**config.mk**
```make
export PLATFORM = sky130hd
export DESIGN_NAME = reg_write_arbiter
export DESIGN_NICKNAME = d
export VERILOG_FILES = /design/src/rtl/reg_write_arbiter.sv
export SDC_FILE = /design/constraint.sdc
export NUM_CORES = 1
export LEC_CHECK = 0
export ABC_AREA = 1
export BUFFER_PORTS_ARGS = -buffer_cell sky130_fd_sc_hd__buf_4
export CORE_ASPECT_RATIO = 0.5
export CORE_MARGIN = 3
export CORE_UTILIZATION = 45
export CTS_BUF_LIST = sky130_fd_sc_hd__clkbuf_8
export DETAILED_ROUTE_END_ITERATION = 6
export PLACE_DENSITY = 0.79
export RECOVER_POWER = 50
export SYNTH_ARGS = -nofsm -noshare
export SYNTH_HDL_FRONTEND = slang
export SYNTH_SLANG_ARGS = --single-unit
```
**constraint.sdc**
```tcl
create_clock -name CLK -period 1.65 [get_ports CLK]
set_clock_uncertainty 0.15 [all_clocks]
set_input_delay 0.2475 -clock CLK [delete_from_list [all_inputs] [get_ports CLK]]
set_output_delay 0.2475 -clock CLK [all_outputs]
set_load 0.02 [all_outputs]
```
**src/rtl/reg_write_arbiter.sv**
```systemverilog
// reg_write_arbiter: round-robin arbiter for the single register-bank write port.
// Grants one requester per cycle and returns registered ACK, one-hot WR_CE and WR_DATA.
module reg_write_arbiter #(
    parameter int DATA_WIDTH = 8,
    parameter int NUM_REQ    = 4,
    parameter int NUM_REGS   = 4,
    parameter int ADDR_WIDTH = 2
) (
    input  logic                           CLK,
    input  logic                           RST,
    input  logic [NUM_REQ-1:0]             REQ,
    input  logic [NUM_REQ*DATA_WIDTH-1:0]  REQ_DATA,
    input  logic [NUM_REQ*ADDR_WIDTH-1:0]  REQ_ADDR,
    input  logic                           HOLD,
    output logic [NUM_REGS-1:0]            WR_CE,
    output logic [DATA_WIDTH-1:0]          WR_DATA,
    output logic [NUM_REQ-1:0]             ACK,
    output logic                           BUSY,
    output logic                           ERR
);
    localparam int PW = $clog2(NUM_REQ);

    logic [PW-1:0]         ptr;
    logic [PW-1:0]         g;
    logic [PW-1:0]         ptr_next;
    logic                  found;
    logic                  grant;
    logic                  in_range;
    logic [NUM_REQ-1:0]    elig;
    logic [ADDR_WIDTH-1:0] addr_g;
    logic [DATA_WIDTH-1:0] data_g;

    // The registered ACK doubles as the mask: a requester acknowledged this
    // cycle may still show REQ while it drops it, so it must not win again.
    assign elig = REQ & ~ACK;
    assign BUSY = |elig;

    always_comb begin
        found = 1'b0;
        g = '0;
        for (int k = 0; k < NUM_REQ; k++) begin
            if (!found && elig[(int'(ptr) + k) % NUM_REQ]) begin
                found = 1'b1;
                g = PW'((int'(ptr) + k) % NUM_REQ);
            end
        end
    end

    assign grant    = found && !HOLD;
    assign addr_g   = REQ_ADDR[g*ADDR_WIDTH +: ADDR_WIDTH];
    assign data_g   = REQ_DATA[g*DATA_WIDTH +: DATA_WIDTH];
    assign in_range = int'(addr_g) < NUM_REGS;
    assign ptr_next = (int'(g) == NUM_REQ - 1) ? '0 : g + 1'b1;

    always_ff @(posedge CLK) begin
        if (RST) begin
            WR_CE   <= '0;
            WR_DATA <= '0;
            ACK     <= '0;
            ERR     <= 1'b0;
            ptr     <= '0;
        end else begin
            ACK   <= grant ? NUM_REQ'(1) << g : '0;
            WR_CE <= (grant && in_range) ? NUM_REGS'(1) << addr_g : '0;
            if (grant) begin
                WR_DATA <= data_g;
                ptr     <= ptr_next;
            end
            if (grant && !in_range)
                ERR <= 1'b1;
        end
    end
endmodule

```
==> flow_summary.yaml <==
floorplan:
  initial_utilization_pct: 50.5
  die_h_um: 48.4
  fp-row-count: 14
  dieArea_mm2: 0.00440
  die_x_um: 90.8
  ios: 65
  core_mm2: 0.00321
status:
  status: "complete, but fails checks"
  violations: "DRC, setup timing"
logic_synthesis:
  ys.flop_type: "dfxtp_1"
  yosys.area.top_type: "dfxtp_1"
  ys_top_cells_by_count: "65 x nand2_1, 54 x inv_1, 42 x nand3_1"
  yosysMostFrequentCell: "nand2_1"
  seq_area_frac_synth_pct: 22.3
  synth_cell_types: 27
  synth_seq_cells: 18
  syn-num-nets: 315
  netlist_instances: 268
  yosys.area.top_type_share_pct: 22.3
  synth_edf_count: 0
  async_flop_share_pct: 0
  ys.warnings.count: 0
  synth.area.top_cells: "dfxtp_1 22%, nand2_1 15%, nand3_1 13%"
  avgSynthCellArea_um2: 6.04
  syn_area_mm2: 0.00162
place:
  placed_area_mm2: 0.00228
  post-dp-hpwl_um: 3850
  pre_cts_ws_ns: -0.362
  portBuffers: 63
  place.gp.congestion: 0.874
worst_setup_path:
  slowest_delay_ns: 0.44
  cp_max_fo: 8
  end_kind: "register"
  worstPathArrival_ns: 2.16
  cp.required_ns: 1.68
  crit_type: "register to register"
  cp_common_cell: "nand2_4"
  cp-start-kind: "register"
  crit_slowest_cell: "dfxtp_4"
  worstPathCellList: "clkinv_8 -> nand2_2 -> nand2_2 -> nand3_2 -> nand2_4 -> nand2_4 -> nand2_4 -> nand2_4 -> nand3_4 -> inv_2 -> nand2_1 -> nand3_1 -> nand2_2 -> nor2_1"
power_and_ir_drop:
  p_per_area_mw_per_mm2: 1920
  irDropWorstVdd_mv: 0.767
  comb_power_share_pct: 80.2
  leakagePower_nw: 1.51
  p_sw_w: 0.00283
  p_seq_share_pct: 12.9
  power_w: 0.00531
  clkPwrFrac_pct: 6.9
  p_sw_share_pct: 53.3
  internal_power_w: 0.00248
detailed_routing:
  via_per_inst: 5.89
  ant_nets: 0
  dr.max_layer_used: "met4"
  wl_met3_um: 741
  dr_wl_met2_um: 3670
  wl_met1_um: 2720
  routed_wl_um: 7780
  dr.first_iter.drc_count: 287
  routedWlPerCell_um: 19.1
  vias: 2405
  drc: 9
  first_pass_iters: 7
global_routing:
  grt_pass1_wl_um: 9120
  antenna_found_initial: 0
  grt_max_degree: 18
  grt_pass1_vias: 2060
  grt_overflow: 0
  grt.total_usage_pct: 25.1
sta:
  rsz0062_at_grt: "yes"
  fin_ws_ns: -0.482
  hold_violations: 0
  setup_tns_ns: -6.47
  fmax_ghz: 0.469
  min_period_ns: 2.13
  fin_crit_sh_pct: 129
  drv_slew: 0
  setup_viol: 19
hold_path:
  hold_class: "input port to register"
clock_tree:
  cts_buffer_depth: 2
  clk-insertion-delay-late_ns: 0.25
  h-tree-depth: 1
  cts_tree: "built"
  cts-root-buf: "clkbuf_8"
  clk_pin_slew_worst_paths_ns: 0.07
  cts_buffers: 3
  cts_num_sinks: 18
final_layout:
  fill_cells: 192
  finalNetCount: 408
  num_antenna_cells: 0
  design_area_mm2: 0.00277
  drive_gt1_share_pct: 52.2
  area_growth_pct: 70.9
flow_run:
  max-cap-violations: 0
==> worst max-delay path, delay by kind of cell (launching register included) <==
family | cells | cell delay (ns)
flip-flops | 1 | 0.44
AND/OR/NAND/NOR | 12 | 1.20
buffers and inverters | 2 | 0.25
==> through the flow <==
stage                     utilization (%)  hold WS [ns]  std cells
after global routing                 86.3         0.232        408
after floorplan                         -         0.300        268
after detailed placement             71.0         0.407        386
after CTS                            79.3         0.185        399
final                                86.3         0.210        408
after global placement               71.0         0.397        386
==> layer usage <==
metal,global-route usage [%],up-vias
met2,48.7,233
met5,0,-
met1,27.4,1057
li1,-,1025
met3,3.87,90
met4,10.8,0
==> logic make-up after synthesis <==
| family | after synthesis | synth area share, % |
|---|---|---|
| and+or+nand+nor | 175 | 55.8 |
| other | 1 | 0.232 |
| AOI/OAI and AO/OA | 3 | 1.39 |
| DFF | 18 | 22.3 |
| buffers and inverters | 71 | 20.3 |
==> placed cells by master, fill, tap and decap left out, types with 6 or more instances in the layout <==
cell type / netlist / final
dfxtp_1: 18 / 12
buf_4: 2 / 86
buf_6: 5 / 6
nand2_1: 65 / 39
nand2_2: 4 / 18
inv_1: 54 / 47
nor2_1: 22 / 19
nand3_2: 6 / 18
nand2_4: 3 / 15
nand4_1: 20 / 20
inv_2: 2 / 9
nand3_1: 42 / 26
==> power groups by stage <==
stage                     Clock, W  Combinational [W]  Sequential [W]
after detailed placement         0            0.00284        0.000669
after CTS                 0.000366            0.00356        0.000664
after global placement           0            0.00276        0.000664
after floorplan                  0            0.00199        0.000785
after global routing      0.000385            0.00443        0.000690
final                     0.000368            0.00426        0.000687
==> sequential cells by signal, indices dropped and copies added, names as in the netlist <==
name     cells
ACK          4
WR_DATA      8
ptr          2
WR_CE        4
==> final cells by class <==
type / instances / area [um^2] / share of cell area [%]
flip-flops and latches: 18 / 370 / 13.4
clock buffers: 4 / 55.1 / 1.99
multi-input cells: 179 / 1200 / 43.4
inverters: 57 / 226 / 8.18
well taps: 48 / 60.1 / 2.17
repair buffers: 102 / 853 / 30.8
==> worst paths after layout <==
kind,start,endpoint,slack [ns],cells past startpoint
hold reg to reg,WR_DATA[7],WR_DATA[7],0.42,4
setup reg to reg,ptr[0],WR_CE[3],-0.48,14
hold / removal,RST,WR_DATA[3],0.21,4
setup / recovery,ptr[0],WR_CE[3],-0.48,14
==> repair_timing <==
item | 4_1_cts | 5_1_grt
pin swaps | 9 | 20
setup buffers | 8 | 9
gates resized for setup | 34 | 41
cloned | 1 | 2
hold endpoints to repair | 0 | 0
hold buffers | 0 | 0
setup endpoints to repair | 19 | 19
(Power assumes the default switching activity.)
